**config.mk**
```make
export PLATFORM = sky130hd
export DESIGN_NAME = uart_rx_ctrl
export DESIGN_NICKNAME = d
export VERILOG_FILES = /design/src/rtl/uart_rx_ctrl.sv
export SDC_FILE = /design/constraint.sdc
export NUM_CORES = 1
export LEC_CHECK = 0
export ABC_AREA = 1
export CAP_MARGIN = 25
export CORE_UTILIZATION = 54
export CTS_CLUSTER_SIZE = 28
export DETAILED_ROUTE_END_ITERATION = 8
export PLACE_DENSITY_LB_ADDON = 0.12
export SKIP_LAST_GASP = 1
export SYNTH_ARGS = -nofsm -noshare
export SYNTH_HDL_FRONTEND = slang
export SYNTH_SLANG_ARGS = --single-unit
```
**constraint.sdc**
```tcl
create_clock -name CLK -period 1.8 [get_ports CLK]
set_input_delay 0.18 -clock CLK [delete_from_list [all_inputs] [get_ports CLK]]
set_output_delay 0.18 -clock CLK [all_outputs]
set_load 0.005 [all_outputs]
```
**src/rtl/uart_rx_ctrl.sv**
```systemverilog
// uart_rx_ctrl: UART receive control. Majority-votes RX_IN around mid-bit,
// deserializes LSB-first and validates parity/stop using edge_bit_counter timing.
module uart_rx_ctrl #(
  parameter int unsigned DATA_WIDTH = 8
) (
  input  logic                  CLK,
  input  logic                  RST,
  input  logic                  RX_IN,
  input  logic [5:0]            prescale,
  input  logic                  par_en,
  input  logic                  par_typ,
  input  logic [3:0]            bit_cnt,
  input  logic [5:0]            edge_cnt,
  output logic                  edge_bit_counter_en,
  output logic [DATA_WIDTH-1:0] P_DATA,
  output logic                  data_valid,
  output logic                  par_err,
  output logic                  stp_err
);

  typedef enum logic [2:0] {
    IDLE,
    START,
    DATA,
    PARITY,
    STOP,
    DRAIN
  } state_e;

  localparam logic [3:0] LAST_DATA_BIT = 4'(DATA_WIDTH);

  state_e                  state_q, state_d;
  logic [2:0]              samp_q, samp_d;
  logic [DATA_WIDTH-1:0]   shift_q, shift_d;
  logic                    perr_q, perr_d;
  logic                    serr_q, serr_d;
  logic [DATA_WIDTH-1:0]   p_data_q, p_data_d;
  logic                    data_valid_q, data_valid_d;
  logic                    par_err_q, par_err_d;
  logic                    stp_err_q, stp_err_d;

  logic [5:0] mid;
  logic       vote;
  logic       decide;
  logic       last_edge;
  logic       eof;
  logic       data_bit;

  assign mid       = {1'b0, prescale[5:1]};
  assign vote      = (samp_q[0] & samp_q[1]) | (samp_q[0] & samp_q[2]) | (samp_q[1] & samp_q[2]);
  assign decide    = (edge_cnt == mid + 6'd2);
  assign last_edge = (edge_cnt == prescale - 6'd1);
  assign eof       = last_edge && (bit_cnt == (par_en ? 4'd10 : 4'd9));
  assign data_bit  = (bit_cnt >= 4'd1) && (bit_cnt <= LAST_DATA_BIT);

  always_ff @(posedge CLK or negedge RST) begin
    if (!RST) begin
      state_q      <= IDLE;
      samp_q       <= '0;
      shift_q      <= '0;
      perr_q       <= 1'b0;
      serr_q       <= 1'b0;
      p_data_q     <= '0;
      data_valid_q <= 1'b0;
      par_err_q    <= 1'b0;
      stp_err_q    <= 1'b0;
    end else begin
      state_q      <= state_d;
      samp_q       <= samp_d;
      shift_q      <= shift_d;
      perr_q       <= perr_d;
      serr_q       <= serr_d;
      p_data_q     <= p_data_d;
      data_valid_q <= data_valid_d;
      par_err_q    <= par_err_d;
      stp_err_q    <= stp_err_d;
    end
  end

  // Three consecutive samples straddling mid-bit; the vote is read two edges later.
  always_comb begin
    samp_d = samp_q;
    if (state_q != IDLE) begin
      if (edge_cnt == mid - 6'd1) samp_d[0] = RX_IN;
      if (edge_cnt == mid)        samp_d[1] = RX_IN;
      if (edge_cnt == mid + 6'd1) samp_d[2] = RX_IN;
    end
  end

  always_comb begin
    state_d      = state_q;
    shift_d      = shift_q;
    perr_d       = perr_q;
    serr_d       = serr_q;
    p_data_d     = p_data_q;
    data_valid_d = 1'b0;
    par_err_d    = par_err_q;
    stp_err_d    = stp_err_q;

    unique case (state_q)
      IDLE: begin
        if (!RX_IN) begin
          state_d   = START;
          perr_d    = 1'b0;
          serr_d    = 1'b0;
          par_err_d = 1'b0;
          stp_err_d = 1'b0;
        end
      end
      START: begin
        if (decide) state_d = vote ? DRAIN : DATA;
      end
      DATA: begin
        if (decide && data_bit) shift_d = {vote, shift_q[DATA_WIDTH-1:1]};
        if (last_edge && (bit_cnt == LAST_DATA_BIT)) state_d = par_en ? PARITY : STOP;
      end
      PARITY: begin
        if (decide && (vote != ((^shift_q) ^ par_typ))) perr_d = 1'b1;
        if (last_edge) state_d = STOP;
      end
      STOP: begin
        if (decide && !vote) serr_d = 1'b1;
        // Decision precedes EOF within the bit, so perr_q/serr_q are final here.
        if (eof) begin
          state_d = IDLE;
          if (!perr_q && !serr_q) begin
            data_valid_d = 1'b1;
            p_data_d     = shift_q;
          end else begin
            par_err_d = perr_q;
            stp_err_d = serr_q;
          end
        end
      end
      DRAIN: begin
        // The counter only clears by wrapping, so ride out a full frame.
        if (eof) state_d = IDLE;
      end
      default: state_d = IDLE;
    endcase
  end

  assign edge_bit_counter_en = (state_q != IDLE);
  assign P_DATA              = p_data_q;
  assign data_valid          = data_valid_q;
  assign par_err             = par_err_q;
  assign stp_err             = stp_err_q;

endmodule

```
==> flow_summary.yaml <==
yosys:
  synth_area_leaders: "dfrtp_1 33%, nand2_1 22%, inv_1 7.7%, nand3_1 5.4%, ha_1 4.3%"
  yosysTopAreaCell: "dfrtp_1"
  synthSimpleGateAreaFrac_pct: 36.9
  synth_edf_count: 0
  avgSynthCellArea_um2: 6.67
  ys_types: 30
  synthMuxAreaShare_pct: 0.487
  yosysWarnings: 0
  synthCells: 308
  ys_ff_latch: 27
  syn_nets: 336
  synth_ff_type: "dfrtp_1"
  synth_top_family_by_area: "simple AND/OR/NAND/NOR gates"
  synth_seq_area_share_pct: 32.9
  synthAdderAreaFrac_pct: 4.26
  async_flop_share_pct: 100
  synth-compound-area-share_pct: 11.4
  syn-cell-area_um2: 2060
  synth_xor_area_share_pct: 3.41
  yosys.area.top_type_share_pct: 32.9
route:
  vias: 2169
  wl_per_cell_um: 11.7
  ant_nets: 0
  via_per_inst: 5.03
  drc: 0
  wl_mm: 5.05
  drt-initial-drc-count: 156
  first_pass_iters: 4
outcome:
  status: "finished clean"
clock_network:
  cts-buffers-inserted: 3
  clock_path_buffers: 2
  clock-root-buffer: "clkbuf_8"
  cts_tree: "yes"
  clkLatencyLatePin_ns: 0.27
  clk_pin_slew_ns: 0.08
  cts-htree-levels: 1
  cts.sinks: 27
critical_path:
  crit_start: "prescale[4]"
  cp-start-kind: "input pin"
  endpoint_kind: "flop"
  path_max_fanout: 16
  reg2reg_depth: 7
  r2r_end: "P_DATA[1]"
  arrival_ns: 1.87
  rrSetupSlack_ns: 0.12
  r2r-start: "state_q[0]"
  cp_data_required_time_ns: 1.96
  critPathKind: "input pin to flop"
placement:
  post-place-ws_ns: -0.423
  gp_congestion: 0.884
  placed_cell_area_um2: 2660
  place_hpwl_mm: 3.61
  io_buffers: 32
layout:
  drive_gt1_share_pct: 23.0
  area_delta_synth_final_pct: 39.7
  nets: 412
  fin_area_um2: 2870
  num_antenna_cells: 0
global_routing:
  grt_pass1_wl_mm: 8.54
  first_global_vias: 1990
  grt_max_degree: 28
  grtUsageTotal_pct: 26.6
  grt_overflow_total: 0
  antenna_found_initial: 0
power:
  irDropWorstVdd_mv: 0.628
  leakage_nw: 1.47
  powerDensity_nw_per_um2: 689
sta:
  fmax_ghz: 0.586
  fin_ws_ns: 0.0938
  post-route-period-util_pct: 94.8
  final.min_clock_period_ns: 1.71
  setup_tns_ns: 0
  slew_headroom_pct: 76.3
  setup_viol: 0
  slew_viol_final: 0
  worstMarginPinSlew_ns: 0.354
  hold_viol_final: 0
  finClkSkew_ns: 0.00327
  whs_ns: 0.273
  rsz0062_at_grt: "true"
floorplanning:
  die_w_um: 63.7
  dieHeight_um: 63.7
  row_count: 22
  core-area_um2: 3660
  ios: 33
  dieArea_um2: 4060
  start_util_pct: 56.2
min_path:
  hp-class: "input pin to async pin"
job:
  maxCapViolCount: 0
==> routing by layer <==
metal | vias to the layer above | part of all wire (%) | global-route usage, %
li1 | 1129 | - | -
met1 | 979 | 46 | 33.9
met2 | 51 | 49 | 45.6
met3 | 10 | 4.0 | 4.35
met4 | 0 | 1.5 | 7.67
met5 | - | 0 | 0
==> where the power goes <==
part           total [mW]  switching, mW  internal (mW)
registers           0.751         0.0711          0.679
logic               0.893          0.487          0.406
clock network       0.335          0.176          0.159
total                1.98          0.734           1.24
==> critical path: stages <==
cell,delay [ns]
clkdlybuf4s50_1,0.46
buf_4,0.18
inv_4,0.05
nand2_1,0.06
nand2_1,0.07
nand2_1,0.06
nand2_1,0.06
nor2_2,0.15
buf_4,0.14
o2111ai_2,0.14
buf_12,0.19
nand2_1,0.08
o21ai_1,0.07
==> final cells by class <==
type                            count  area, um2
Timing Repair Buffer               73        637
Fill cell                         285        788
Clock buffer                        4       45.0
Sequential cell                    27        676
Inverter                           48        188
Multi-Input combinational cell    231       1270
Tap cell                           48       60.1
==> cell usage in the layout (no fill, tap or decap), drive strengths merged, types with 3 or more instances in the layout <==
master / instances
o21ai: 24
clkbuf: 4
xor2: 4
buf: 41
dlygate4sd2: 3
nand3: 23
nor3: 5
dfrtp: 27
inv: 47
nor2: 14
nand2: 126
clkdlybuf4s50: 28
nand4: 8
ha: 7
a21oi: 9
xnor2: 4
==> sequential cells by signal, indices dropped and copies added, names as in the netlist <==
signal      cells
stp_err         1
shift_q         8
perr_q          1
data_valid      1
state_q         3
serr_q          1
P_DATA          8
samp_q          3
par_err         1
==> through the flow <==
step | util [%] | total power, mW | std cells
final | 78.5 | 1.98 | 431
after global routing | 78.5 | 2.14 | 431
after CTS | 76.2 | 1.94 | 425
after detailed placement | 72.7 | 1.59 | 417
after global placement | 72.7 | 1.57 | 417
after floorplan | - | 1.25 | 308
==> repair_timing <==
action / in CTS / in global routing
setup endpoints to repair: 24 / 16
hold buffers: 0 / 0
pin swaps: 3 / 5
gates cloned: 2 / 0
setup buffers: 2 / 6
resized for setup: 19 / 10
==> Yosys cell counts (2+ instances only) <==
cell      count
xnor2_1       4
buf_6         2
a21oi_1       9
o211ai_1      2
dfrtp_1      27
nor2_2        2
ha_1          7
nand4_1       8
o21ai_0       7
xor2_1        4
o21ai_2       8
nand3_1      22
nor2_1       12
nor3_1        3
nand2_1     121
inv_2         5
inv_1        42
or2_2         2
o21ai_1       9
nand2_2       2
==> how the worst max path moves through the flow <==
stage                       endpoint  slack [ns]  cells after the start
after CTS                    stp_err       0.004                      6
after floorplan            P_DATA[7]        0.16                     12
after global placement    state_q[0]       -0.36                     13
final                     shift_q[1]        0.09                     13
after global routing      state_q[2]       -0.01                     13
after detailed placement   P_DATA[4]       -0.42                     14
==> cells by family (layout without fill, tap and decap cells) <==
group	count (synthesis)	after routing
simple gates	176	178
mux	1	1
compound gates	37	37
xor+xnor	8	8
fa+ha+maj	7	7
buf+inv	52	125
flops	27	27
Power figures use the tool's default switching activity.
